**config.mk**
```make
export PLATFORM = sky130hd
export DESIGN_NAME = cacheline_adaptor
export DESIGN_NICKNAME = d
export VERILOG_FILES = /design/src/rtl/cacheline_adaptor_pkg.sv /design/src/rtl/cacheline_adaptor.sv
export SDC_FILE = /design/constraint.sdc
export NUM_CORES = 1
export LEC_CHECK = 0
export BUFFER_PORTS_ARGS = -buffer_cell sky130_fd_sc_hd__buf_2
export CAP_MARGIN = 15
export CORE_AREA = 2 2 275 277
export CTS_CLUSTER_DIAMETER = 50
export DETAILED_ROUTE_END_ITERATION = 7
export DIE_AREA = 0 0 277 279
export GPL_TIMING_DRIVEN = 0
export PLACE_DENSITY = 0.49
export SLEW_MARGIN = 20
export SYNTH_ARGS = -nofsm -noshare
export SYNTH_HDL_FRONTEND = slang
export SYNTH_SLANG_ARGS = --single-unit
```
**constraint.sdc**
```tcl
create_clock -name clk -period 2.55 [get_ports clk]
set_input_delay 0.3825 -clock clk [delete_from_list [all_inputs] [get_ports clk]]
set_output_delay 0.3825 -clock clk [all_outputs]
set_load 0.01 [all_outputs]
```
**src/rtl/cacheline_adaptor_pkg.sv**
```systemverilog
// Shared types and constants for the cache line <-> memory burst adaptor.
//   cacheline_t     : one full cache line (256 bits)
//   burst_t         : one memory beat (64 bits)
//   LINE_BEATS      : beats per line
//   OFFSET_BITS     : byte-offset bits stripped to line-align an address
//   CNT_W           : width of the beat counter
//   adaptor_state_t : adaptor FSM states
package cacheline_adaptor_pkg;

  typedef logic [255:0] cacheline_t;
  typedef logic [63:0]  burst_t;

  localparam int LINE_BEATS  = 4;
  localparam int OFFSET_BITS = 5;
  localparam int CNT_W       = $clog2(LINE_BEATS);

  typedef enum logic [2:0] {
    IDLE,
    RD_REQ,
    RD_BURST,
    WR_BURST,
    DONE
  } adaptor_state_t;

endpackage : cacheline_adaptor_pkg

```
**src/rtl/cacheline_adaptor.sv**
```systemverilog
// Bridges a 256-bit cache line interface to a 64-bit, 4-beat memory burst
// interface. One line transaction is in flight at a time.
//
// Ports (cache side):
//   line_i    : line to write back, captured when the write is accepted
//   line_o    : assembled fill line, valid in the resp_o cycle, held until
//               the next read overwrites it beat by beat
//   address_i : byte address of the request
//   read_i    : fill request (level, held until resp_o)
//   write_i   : writeback request (level, held until resp_o); wins over read_i
//   resp_o    : one-cycle completion pulse
// Ports (memory side):
//   burst_i   : read beat from memory
//   burst_o   : write beat to memory
//   address_o : line-aligned address, stable for the whole transaction
//   read_o    : memory read request (drops after the first beat)
//   write_o   : memory write request (held until the last beat is taken)
//   resp_i    : beat handshake from memory
module cacheline_adaptor
  import cacheline_adaptor_pkg::*;
#(
  parameter int LINE_W  = 256,
  parameter int BURST_W = 64,
  parameter int ADDR_W  = 32
) (
  input  logic               clk,
  input  logic               rst,
  input  logic [LINE_W-1:0]  line_i,
  output logic [LINE_W-1:0]  line_o,
  input  logic [ADDR_W-1:0]  address_i,
  input  logic               read_i,
  input  logic               write_i,
  output logic               resp_o,
  input  logic [BURST_W-1:0] burst_i,
  output logic [BURST_W-1:0] burst_o,
  output logic [ADDR_W-1:0]  address_o,
  output logic               read_o,
  output logic               write_o,
  input  logic               resp_i
);

  localparam int BEATS = LINE_W / BURST_W;

  adaptor_state_t     state_q, state_d;
  logic [CNT_W-1:0]   cnt_q, cnt_d;
  logic [ADDR_W-1:0]  addr_q, addr_d;
  logic [BURST_W-1:0] wbeat_q [BEATS];
  logic [BURST_W-1:0] wbeat_d [BEATS];
  logic [BURST_W-1:0] rbeat_q [BEATS];
  logic [BURST_W-1:0] rbeat_d [BEATS];
  logic [BURST_W-1:0] line_in_beats [BEATS];
  logic [ADDR_W-1:0]  aligned_addr;
  logic               last_beat;

  // Byte-offset bits inside the line are irrelevant to memory.
  logic unused_offset;
  assign unused_offset = ^address_i[OFFSET_BITS-1:0];

  assign aligned_addr = {address_i[ADDR_W-1:OFFSET_BITS], {OFFSET_BITS{1'b0}}};
  assign last_beat    = (cnt_q == CNT_W'(BEATS - 1));

  // View the lines as arrays of beats so the beat counter indexes directly.
  for (genvar gi = 0; gi < BEATS; gi++) begin : g_beat
    assign line_in_beats[gi]                 = line_i[gi*BURST_W +: BURST_W];
    assign line_o[gi*BURST_W +: BURST_W]     = rbeat_q[gi];
  end

  // Address and write beat come straight from registers so they only move
  // on a handshake (or when a new request is accepted).
  assign address_o = addr_q;
  assign burst_o   = wbeat_q[cnt_q];

  always_ff @(posedge clk) begin
    if (rst) begin
      state_q <= IDLE;
      cnt_q   <= '0;
      addr_q  <= '0;
      wbeat_q <= '{default: '0};
      rbeat_q <= '{default: '0};
    end else begin
      state_q <= state_d;
      cnt_q   <= cnt_d;
      addr_q  <= addr_d;
      wbeat_q <= wbeat_d;
      rbeat_q <= rbeat_d;
    end
  end

  always_comb begin
    state_d = state_q;
    cnt_d   = cnt_q;
    addr_d  = addr_q;
    wbeat_d = wbeat_q;
    rbeat_d = rbeat_q;
    read_o  = 1'b0;
    write_o = 1'b0;
    resp_o  = 1'b0;

    case (state_q)
      IDLE: begin
        cnt_d = '0;
        if (write_i) begin
          wbeat_d = line_in_beats;
          addr_d  = aligned_addr;
          state_d = WR_BURST;
        end else if (read_i) begin
          addr_d  = aligned_addr;
          state_d = RD_REQ;
        end
      end

      RD_REQ: begin
        read_o = 1'b1;
        if (resp_i) begin
          rbeat_d[cnt_q] = burst_i;
          cnt_d          = cnt_q + CNT_W'(1);
          state_d        = last_beat ? DONE : RD_BURST;
        end
      end

      RD_BURST: begin
        // Memory may stall between beats; only a handshake advances.
        if (resp_i) begin
          rbeat_d[cnt_q] = burst_i;
          cnt_d          = cnt_q + CNT_W'(1);
          if (last_beat) begin
            state_d = DONE;
          end
        end
      end

      WR_BURST: begin
        write_o = 1'b1;
        if (resp_i) begin
          cnt_d = cnt_q + CNT_W'(1);
          if (last_beat) begin
            state_d = DONE;
          end
        end
      end

      DONE: begin
        resp_o  = 1'b1;
        cnt_d   = '0;
        state_d = IDLE;
      end

      default: begin
        state_d = IDLE;
        cnt_d   = '0;
      end
    endcase
  end

endmodule : cacheline_adaptor

```
==> results.sh <==
export IMPL_period_share_pct=96.7
export IMPL_synth_edf_count=0
export IMPL_cts_setup_buffers=0
export IMPL_via_per_inst=4.64
export IMPL_yosys_area_top_type_share_pct=49.4
export IMPL_worstSkewPairLatency_ps=610
export IMPL_dieArea_mm2=0.0773
export IMPL_max_vdd_ir_drop_v=0.000489
export IMPL_dp_slack_ps=-877
export IMPL_grt_overflow_total=0
export IMPL_grt_max_degree=14
export IMPL_antenna_found_initial=23
export IMPL_die_x_um=277
export IMPL_wl_um=87500
export IMPL_hp_class="in2reg"
export IMPL_cts_root_buf="clkbuf_16"
export IMPL_relSlewSlack_pct=38.6
export IMPL_cts_buffer_depth=3
export IMPL_final_util_pct=42.2
export IMPL_syn_area_per_cell_um2=9.79
export IMPL_clock_fmax_ghz=0.406
export IMPL_synth_compound_area_share_pct=6.05
export IMPL_dr_pass1_iters=5
export IMPL_startpoint_type="register"
export IMPL_gp_congestion=0.909
export IMPL_synthMuxAreaShare_pct=19.4
export IMPL_crit_fanout=10
export IMPL_boundaryPins=712
export IMPL_initialDrtViolationCount=941
export IMPL_synth_seq_area_share_pct=49.4
export IMPL_worst_pin_slew_ps=921
export IMPL_final_nets=3559
export IMPL_num_rows=100
export IMPL_syn_to_final_growth_pct=41.6
export IMPL_synth_top_family_by_area="simple AND/OR/NAND/NOR gates"
export IMPL_syn_area_mm2=0.0221
export IMPL_yosysTopAreaCell="dfxtp_1"
export IMPL_die_h_um=279
export IMPL_yosysWarnings=0
export IMPL_worst_slack_ps=84.1
export IMPL_cts_tree="yes"
export IMPL_wl_per_cell_um=20.6
export IMPL_ys_top_cells_by_area="dfxtp_1, mux2i_1, nand2b_1, nand2_1, mux4_2"
export IMPL_numCtsBuffers=75
export IMPL_maxCapViolations=0
export IMPL_start_util_pct=29.8
export IMPL_ant_nets=0
export IMPL_status="finished clean"
export IMPL_drc=0
export IMPL_synth_fa_ha_area_share_pct=0.227
export IMPL_cp_required_ps=2170
export IMPL_port_buffers=699
export IMPL_setup_viol=0
export IMPL_yosysUniqueCellTypes=29
export IMPL_dr_total_vias=19700
export IMPL_grt_pass1_wl_um=128000
export IMPL_synth_xor_area_share_pct=0.113
export IMPL_synth_seq_cells=544
export IMPL_yosys_area_share_simple_pct=19.9
export IMPL_clock_sinks=544
export IMPL_rsz0062_at_grt="no"
export IMPL_period_needed_ps=2470
export IMPL_power_density_mw_per_mm2=760
export IMPL_dp_hpwl_um=67900
export IMPL_path_class="reg2out"
export IMPL_drive_above_1_share_pct=30.9
export IMPL_total_leakage_power_uw=0.0145
export IMPL_core_area_mm2=0.0741
export IMPL_synthFlopType="dfxtp_1"
export IMPL_worstPathArrival_ps=2080
export IMPL_grt_pass1_vias=20300
export IMPL_htree_levels=3
export IMPL_synthArstFlopShare_pct=0
export IMPL_skew_ps=28.6
export IMPL_slew_viol_final=0
export IMPL_cp_end_kind="output port"
export IMPL_final_hold_violation_count=0
export IMPL_synthCells=2254
export IMPL_clk_pin_slew_ps=60
export IMPL_grt_usage_pct=21.9
[repair_timing]
action,4_1_cts,5_1_grt
endpoints found under the hold margin,164,0
hold buffers,164,0
endpoints found under the setup margin,257,11
resized for setup,38,2
[worst paths after layout]
path	start	to	slack (ps)	depth (start not counted)
setup reg to reg	cnt_q[0]	line_o[185]	160	9
hold / removal	line_i[48]	wbeat_q[240]	40	3
hold reg to reg	wbeat_q[66]	wbeat_q[66]	450	2
setup / recovery	cnt_q[0]	burst_o[50]	80	5
[sequential cells by signal, summed over array words and instances, names as in the netlist]
| register | cells |
|---|---|
| wbeat_q | 256 |
| cnt_q | 2 |
| address_o | 27 |
| state_q | 3 |
| line_o | 256 |
[Yosys cell counts (7+ instances only)]
master    number
buf_4         26
buf_6         32
buf_2         47
mux2i_1      284
nor2_1         7
clkbuf_1      71
nand2_1      512
a21oi_1      258
mux4_2        64
nand2b_1     377
dfxtp_1      544
[through the flow]
stage	power [µW]	hold slack, ps	area [µm²]	setup TNS (ps)	instances
final	23700	35.4	31200	0	4240
after global routing	24700	17.1	31200	0	4236
after CTS	24000	0.215	31200	0	4226
after detailed placement	12600	445	26800	-167850	3926
after global placement	12600	440	26800	-142470	3926
after floorplan	11200	433	22100	0	2258
[report_power, final]
part           total, µW  internal [µW]  switching (µW)  leakage [µW]
Clock              11100           6900            4200       0.00129
Combinational       3330           1480            1850       0.00883
Sequential          9300           9020             288       0.00443
Total              23700          17400            6330        0.0145
[area by class of cell]
type                            count  area, µm²
Antenna cell                       14       35.0
Sequential cell                   544      10900
Inverter                            3       11.3
Clock inverter                     46        627
Clock buffer                       90       2030
Fill cell                        7306      42800
Multi-Input combinational cell   1531      10100
Buffer                            180       1170
Tap cell                          969       1210
Timing Repair Buffer              863       5140
[per-layer routing]
metal	vias up	wire length, µm	GRT usage [%]
met5	-	124	0
met4	18	2970	8.38
met3	190	6420	6.24
met2	723	44400	39.8
met1	9330	33600	23.9
li1	9403	-	-
[placed cells by master (no fill, tap or decap), drive strengths merged, types with 7 or more instances in the layout]
cell / instances
a21oi: 258
buf: 807
bufinv: 11
clkbuf: 162
clkinv: 17
clkinvlp: 8
dfxtp: 544
diode: 14
dlygate4sd3: 164
inv: 13
mux2i: 284
mux4: 64
nand2: 512
nand2b: 377
nor2: 7
[logic make-up (layout without fill, tap and decap cells)]
| kind of cell | Yosys count | in the layout |
|---|---|---|
| AO/OA/AOI/OAI | 264 | 264 |
| XOR/XNOR | 2 | 2 |
| adder cells (fa/ha/maj) | 4 | 4 |
| buffers and inverters | 183 | 1182 |
| flip-flops | 544 | 544 |
| multiplexers | 348 | 348 |
| other | 1 | 19 |
| AND/OR/NAND/NOR | 908 | 908 |
[worst max-delay path, cell delays in order (launching register included)]
cell     delay, ps
dfxtp_4        400
buf_12         180
buf_12         170
buf_4          220
mux4_2         350
buf_2          160
Power figures use the tool's default switching activity.
